**config.mk**
```make
export PLATFORM = sky130hd
export DESIGN_NAME = hrm_io_bridge
export DESIGN_NICKNAME = d
export VERILOG_FILES = /design/src/rtl/hrm_io_bridge.sv
export SDC_FILE = /design/constraint.sdc
export NUM_CORES = 1
export LEC_CHECK = 0
export ABC_CLOCK_PERIOD_IN_PS = 2100
export BUFFER_PORTS_ARGS = -buffer_cell sky130_fd_sc_hd__buf_2
export CAP_MARGIN = 25
export CORE_MARGIN = 3
export CORE_UTILIZATION = 49
export CTS_CLUSTER_SIZE = 12
export DETAILED_ROUTE_END_ITERATION = 7
export HOLD_SLACK_MARGIN = 0.02
export PLACE_DENSITY = 0.81
export SLEW_MARGIN = 10
export SYNTH_ARGS = -nofsm -noshare
export SYNTH_HDL_FRONTEND = slang
export SYNTH_SLANG_ARGS = --single-unit
```
**constraint.sdc**
```tcl
create_clock -name clk -period 2.1 [get_ports clk]
set_input_delay 0.42 -clock clk [delete_from_list [all_inputs] [get_ports clk]]
set_output_delay 0.42 -clock clk [all_outputs]
set_load 0.02 [all_outputs]
```
**src/rtl/hrm_io_bridge.sv**
```systemverilog
// rtl/hrm_io_bridge.sv - UART byte-stream adapter around the HRM CPU INBOX/OUTBOX ports
// Inbound: staging FIFO drains into INBOX. Outbound: OUTBOX drains into a valid/ready byte stream.
module hrm_io_bridge #(
   parameter int LGDEPTH = 2
) (
   input  logic               clk,
   input  logic               i_rst_n,
   input  logic               i_rx_valid,
   input  logic [7:0]         i_rx_data,
   input  logic               i_ovf_clr,
   output logic               o_cpu_in_wr,
   output logic [7:0]         o_cpu_in_data,
   input  logic               i_cpu_in_full,
   output logic               o_cpu_out_rd,
   input  logic [7:0]         i_cpu_out_data,
   input  logic               i_cpu_out_empty,
   output logic               o_tx_valid,
   output logic [7:0]         o_tx_data,
   input  logic               i_tx_ready,
   output logic [LGDEPTH:0]   o_rx_count,
   output logic               o_rx_overflow
);

   localparam int DEPTH = 1 << LGDEPTH;
   localparam logic [LGDEPTH:0] FULL_CNT = (LGDEPTH+1)'(DEPTH);

   typedef enum logic {IN_IDLE, IN_WAIT} in_state_t;
   typedef enum logic [1:0] {OUT_IDLE, OUT_POP, OUT_SEND} out_state_t;

   in_state_t  in_state, in_next;
   out_state_t out_state, out_next;

   logic [7:0]         mem [DEPTH];
   logic [LGDEPTH-1:0] wr_ptr, rd_ptr;
   logic [LGDEPTH:0]   count;
   logic               pop, push, drop, out_take;

   // A pop frees a slot in the same edge, so a full FIFO can still accept a byte.
   assign pop      = (in_state == IN_IDLE) && (count != '0) && !i_cpu_in_full;
   assign push     = i_rx_valid && ((count != FULL_CNT) || pop);
   assign drop     = i_rx_valid && (count == FULL_CNT) && !pop;
   assign out_take = (out_state == OUT_IDLE) && !i_cpu_out_empty;
   assign o_rx_count = count;

   always_ff @(posedge clk) begin
      if (push)
         mem[wr_ptr] <= i_rx_data;
   end

   always_ff @(posedge clk or negedge i_rst_n) begin
      if (!i_rst_n) begin
         wr_ptr        <= '0;
         rd_ptr        <= '0;
         count         <= '0;
         o_rx_overflow <= 1'b0;
      end else begin
         if (push)
            wr_ptr <= wr_ptr + 1'b1;
         if (pop)
            rd_ptr <= rd_ptr + 1'b1;
         case ({push, pop})
            2'b10:   count <= count + 1'b1;
            2'b01:   count <= count - 1'b1;
            default: count <= count;
         endcase
         if (drop)
            o_rx_overflow <= 1'b1;
         else if (i_ovf_clr)
            o_rx_overflow <= 1'b0;
      end
   end

   always_ff @(posedge clk or negedge i_rst_n) begin
      if (!i_rst_n)
         in_state <= IN_IDLE;
      else
         in_state <= in_next;
   end

   always_comb begin
      in_next = in_state;
      unique case (in_state)
         IN_IDLE: if (pop) in_next = IN_WAIT;
         IN_WAIT: in_next = IN_IDLE;
         default: in_next = IN_IDLE;
      endcase
   end

   always_ff @(posedge clk or negedge i_rst_n) begin
      if (!i_rst_n) begin
         o_cpu_in_wr   <= 1'b0;
         o_cpu_in_data <= '0;
      end else begin
         o_cpu_in_wr <= pop;
         if (pop)
            o_cpu_in_data <= mem[rd_ptr];
      end
   end

   always_ff @(posedge clk or negedge i_rst_n) begin
      if (!i_rst_n)
         out_state <= OUT_IDLE;
      else
         out_state <= out_next;
   end

   // The empty flag is only looked at in OUT_IDLE, two edges after the pop.
   always_comb begin
      out_next = out_state;
      unique case (out_state)
         OUT_IDLE: if (out_take) out_next = OUT_POP;
         OUT_POP:  out_next = OUT_SEND;
         OUT_SEND: if (i_tx_ready) out_next = OUT_IDLE;
         default:  out_next = OUT_IDLE;
      endcase
   end

   always_ff @(posedge clk or negedge i_rst_n) begin
      if (!i_rst_n) begin
         o_cpu_out_rd <= 1'b0;
         o_tx_valid   <= 1'b0;
         o_tx_data    <= '0;
      end else begin
         o_cpu_out_rd <= out_take;
         if (out_take)
            o_tx_data <= i_cpu_out_data;
         o_tx_valid <= (out_state == OUT_POP) || ((out_state == OUT_SEND) && !i_tx_ready);
      end
   end

endmodule

```
# ---- Yosys cells after proc, flatten, opt, wreduce, memory -nomap -nowiden
# Memory sizes are Yosys's and may differ from the RTL's. A register that Yosys moved wholly into a read port is not among the register bits.
# Index checks and enable logic that the tools add are counted.
dict set report totals {
  mem_bits_rw 32
  n_memories 1
  ff_bits 22
  out_inout_bits 23
  inputBits 23
  word_cells 53
}
# name words word_bits read_ports rd_ports_with_merged_regs write_ports line
set memory_table {}
lappend memory_table {mem 4 8 1 1 1 33} ;# logic [7:0] mem [DEPTH];
dict set report op_classes {
  bitwise_logic 1
  eq_ne 8
  n_reduce_logical 19
  n_addsub 4
  muxes 10
}
# cell count
set ops {}
lappend ops {{logical AND 1 bit} 7}
lappend ops {{case mux 2 bit (3 select lines)} 1}
lappend ops {{case mux 3 bit (2 select lines)} 1}
lappend ops {{zero test 1 bit} 5}
lappend ops {{two-way mux 1 bit} 5}
lappend ops {{adder 2 x 1 -> 2 bit (second input constant)} 2}
lappend ops {{== test 2 x 1 -> 1 bit (second input constant)} 2}
lappend ops {{== test 2 bit (second input constant)} 2}
lappend ops {{two-way mux 2 bit} 2}
lappend ops {{!= test 2 bit (second input constant)} 2}
lappend ops {{nonzero test 2 bit} 2}
lappend ops {{adder 3 x 1 -> 3 bit (second input constant)} 1}
lappend ops {{== test 3 bit (second input constant)} 1}
lappend ops {{!= test 3 bit (second input constant)} 1}
lappend ops {{nonzero test 3 bit} 1}
lappend ops {{subtractor 3 x 1 -> 3 bit (second input constant)} 1}
lappend ops {{zero test 2 bit} 1}
lappend ops {{logical OR 1 bit} 2}
lappend ops {{case mux 1 bit (2 select lines)} 1}
lappend ops {{AND reduction 2 bit} 1}
lappend ops {{NOT 1 bit} 1}

# ---- Depth between registers and ports, before layout
dict set report depth {
  depth_word 7
  ltp_mapped 10
  mapped_depth_nobuf 9
}

# ---- Least setup slack after synthesis
# OpenSTA, ideal clock, no wires.
dict set report synth_path {
  path_kind {input to register}
  from {input port i_cpu_in_full}
  to {register count[2], in the netlist o_rx_count[2]}
  path_slack_ns 0.016
  path_stages 9
  path_buffers 1
  arrival_ns 2.003
  path_cell_list {or2_1 buf_4 nor2_8 ha_1 inv_1 fa_1 xor2_1 nor2_1 xor2_1}
}
dict set report synth_between {
  elab_chain_len 6
  word_cells_on_any_way 8
}
# element line
set synth_lines {}
lappend synth_lines {{from (decl)} 13} ;# input logic i_cpu_in_full,
lappend synth_lines {{zero test 1 bit *} 39} ;# assign pop = (in_state == IN_IDLE) && (count != '0) && !i_cpu_in_full;
lappend synth_lines {{logical AND 1 bit *} 39}
lappend synth_lines {{net pop} 36} ;# logic pop, push, drop, out_take;
lappend synth_lines {{logical OR 1 bit} 40} ;# assign push = i_rx_valid && ((count != FULL_CNT) || pop);
lappend synth_lines {{logical AND 1 bit} 40}
lappend synth_lines {{== test 2 x 1 -> 1 bit or == test 2 bit (tied branches)} 61} ;# case ({push, pop})
lappend synth_lines {{case mux 3 bit (2 select lines) or nonzero test 2 bit (tied branches)} n/a}
lappend synth_lines {{to (signal assigned)} 62} ;# 2'b10: count <= count + 1'b1;
lappend synth_lines {{to (signal assigned)} 63} ;# 2'b01: count <= count - 1'b1;
lappend synth_lines {{to (signal assigned)} 64} ;# default: count <= count;
lappend synth_lines {{to (decl)} 35} ;# logic [LGDEPTH:0] count;
# Mark *: on every way through the listed nets, which the timed path passes. The rest lies on a longest branch.
# A chain may end at the register's enable or synchronous reset.

# ---- Worst setup path in the final report
dict set report layout_path {
  from {register in_state}
  to {register count[2], in the netlist o_rx_count[2]}
}
dict set report layout_between {
  elab_chain_len 7
  word_cells_on_any_way 9
}
# element line
set layout_lines {}
lappend layout_lines {{from (decl)} 30} ;# in_state_t in_state, in_next;
lappend layout_lines {{from (signal assigned)} 77} ;# in_state <= in_next;
lappend layout_lines {{NOT 1 bit *} n/a}
lappend layout_lines {{logical AND 1 bit * (2 in a row)} 39}
lappend layout_lines {{net pop} 36}
lappend layout_lines {{logical OR 1 bit} 40}
lappend layout_lines {{logical AND 1 bit} 40}
lappend layout_lines {{== test 2 x 1 -> 1 bit or == test 2 bit (tied branches)} 61}
lappend layout_lines {{case mux 3 bit (2 select lines) or nonzero test 2 bit (tied branches)} n/a}
# Marked as above.

==> metrics.md <==
| Metric | Value |
|---|---|
| CP max FO | 4 |
| H-tree depth | 3 |
| Initial core utilization | 51.8% |
| Dpl hpwl | about 2900 µm |
| DR DRC count | 0 |
| Top post-synthesis cells by area | edfxtp_1 (38%), dfrtp_1 (30%), mux2_4 (9.6%) |
| CTS root buf | clkbuf_8 |
| Die area | 0.00603 mm² |
| Via count | 1261 |
| Layout fillers | 346 |
| Inserted Diodes | 0 |
| Fin Clk Skew | around 8.8 ps |
| Slowest-stage cell, CP | fa_1 |
| Syn Area/Cell | 19.5 µm² |
| Clock latency on the worst-skew pair | 340 ps |
| Worst-Margin Slew | about 650 ps |
| Vias/cell | 4.87 |
| CTS max path bufs | 2 |
| Antenna violations before repair | 0 |
| RSZ-0062 raised after global routing | no |
| Layout cells sized above 1 | 49.0% |
| WHS | 109 ps |
| Total gr overflow | 0 |
| CP Launch Type | register |
| WL final | roughly 4000 µm |
| RePlAce Congestion | approximately 0.74 |
| Multi-input logic area | between 700 and 800 µm² |
| Cts bufs inserted | 9 |
| Nets | 216 |
| Yosys warns | 0 |
| TritonCTS clock tree | done |
| Seq. cell area | 0.00171 mm² |
| Port Buffers | 45 |
| Post-Layout Inst Area | ~0.0030 mm² |
| Area leader, netlist | edfxtp_1 |
| Leakage power | 0.00131 µW |
| Power Total | 4640 µW |
| Area grow syn2layout | 20.8% |
| Max IR drop VDD | 0.695 mV |
| Die Height | 77.6 µm |
| CP Class | reg2reg |
| Pwr/cell area | 1530 mW/mm² |
| Num ports | 46 |
| Critical path's top delay family | simple AND/OR/NAND/NOR gates |
| Max cap viols | 0 |
| Synth unique cells | 25 |
| Clock Sink Count | 62 |
| Gate Count Post-Synth | 129 |
| Worst-path clk slew | roughly 70 ps |
| Tcrit/Tclk final | a little over nine tenths |
| 1st-pass router iterations | 4 |
| Status | completed |
| Final ANT Viol Nets | 0 |
| Max incr delay on CP | 380 ps |
| Top cells by count, synth | edfxtp_1 (32), dfrtp_1 (30), mux2_4 (16), mux4_2 (8), inv_1 (7) |
| Cts hold-fix bufs | 0 |
| Most common cell in the netlist | edfxtp_1 |
| Core area | 0.00485 mm² |
| Largest net degree at the start of global routing | 31 |
| Slew HR | 56.6% |
| CP Cell Sequence | or2_1 -> nor2_8 -> ha_1 -> inv_1 -> fa_1 -> xor2_1 -> nor2_1 -> xor2_1 |
| First-pass GRT wire length | 7160 µm |
| Fin crit period | 2030 ps |
| Vias in the first global route | 1413 |
| Post-synth EDFFs | 32 |
| Mapped Nets | approximately 160 |
| Min-Delay Path Class | in2async |
| Main flop type after synthesis | edfxtp_1 |
| Data required time at the worst endpoint | 2350 ps |
| WP data arrival | 2280 ps |
| Initial drt markers | 55 |
| Cell Area, Placed | 0.00284 mm² |
| Endpoint type of the worst setup path | register |
| Yosys top cell area share | 38.2% |
| Die W | 77.6 µm |
| Worst path bufs/invs | 1 |
| Final setup viols | 0 |
| Synth Register Bits | 62 |
| Register area share after synthesis | between 60 and 70% |
| Crit-path most repeated cell | xor2_1 |
| Post-Syn Area | 0.00251 mm² |
| GRT Total Usage | 16.2% |
| Fmax | a little under 500 MHz |
| Row cnt | 25 |
| DR WL/cell | 15.8 µm |
| Final hold vios | 0 |
| FF-to-FF setup slack | around 72 ps |
| Max-slew violation count | 0 |
| Util after Layout | 62.6% |
| Fraction of registers with async set/reset | 48.4% |
-- path summary, 6_finish.rpt --
check                                   end             start  cells past startpoint
setup / recovery              o_rx_count[2]          in_state                      8
hold / removal             o_cpu_in_data[6]           i_rst_n                      1
setup reg to reg              o_rx_count[2]          in_state                      8
hold reg to reg            o_cpu_in_data[1]  o_cpu_in_data[1]                      1
max in group asynchronous  o_cpu_in_data[1]           i_rst_n                      1
min in group clk               out_state[0]   i_cpu_out_empty                      2
-- routing by layer --
metal  vias up  track usage, %  share of wire [%]
met5         -               0                  0
li1        586               -                  -
met4         0            11.4                4.2
met1       619            19.0                 41
met3        18            5.45                5.7
met2        38            25.0                 49
-- where the power goes --
part | switching [µW] | internal, µW | leakage (µW) | total [µW]
Sequential | 248 | 1700 | 0.000652 | 1950
Clock | 411 | 615 | 0.0000979 | 1030
Combinational | 836 | 826 | 0.000557 | 1660
Total | 1490 | 3140 | 0.00131 | 4640
-- state kept, by name, summed over array words and instances (netlist names) --
register and count:
mem 32, o_cpu_in_data 8, o_tx_data 8, o_rx_count 3, out_state 2, rd_ptr 2, wr_ptr 2, in_state 1
o_cpu_in_wr 1, o_cpu_out_rd 1, o_rx_overflow 1, o_tx_valid 1
-- kinds of logic after synthesis --
family | share of synthesized area, %
flip-flops | 68.1
multiplexers | 18.5
AND/OR/NAND/NOR | 4.88
buffers and inverters | 1.94
XOR/XNOR | 2.09
adder cells (fa/ha/maj) | 3.29
AO/OA/AOI/OAI | 1.24
-- cell usage in the layout (no fill, tap or decap), types with 4 or more instances in the layout --
cell type and n:
buf_4 5, clkbuf_8 11, dfrtp_1 30, inv_1 7
edfxtp_1 32, buf_2 45, mux2_4 16, mux4_2 8
and2_1 4, xor2_1 4, ha_1 5, clkbuf_1 4
-- timing repair --
| action | in CTS | in global routing |
|---|---|---|
| buffers inserted | 0 | 0 |
| setup endpoints to repair | 0 | 1 |
| resized for setup | 0 | 1 |
-- worst reg2reg max path, stage by stage, from the launching register on --
cell,delay (ps)
dfrtp_1,370
or2_1,360
nor2_8,150
ha_1,190
inv_1,60
fa_1,380
xor2_1,150
nor2_1,110
xor2_1,170
-- cell type report --
class	count	share of cell area (%)
flip-flops and latches	62	56.4
multi-input cells	57	24.9
repair buffers	50	8.65
clock buffers	15	5.48
well taps	67	2.76
clock inverters	1	0.989
inverters	7	0.865
-- stage by stage --
stage	std cells	TNS (ps)	setup WS, ps
finish	259	0	72.2
global placement	243	0	60.1
CTS	259	0	82.2
detailed placement	243	-34.7	-34.7
floorplan	129	0	16.4
global route	259	0	10.6
No activity file was read; power rests on OpenSTA's default activity.
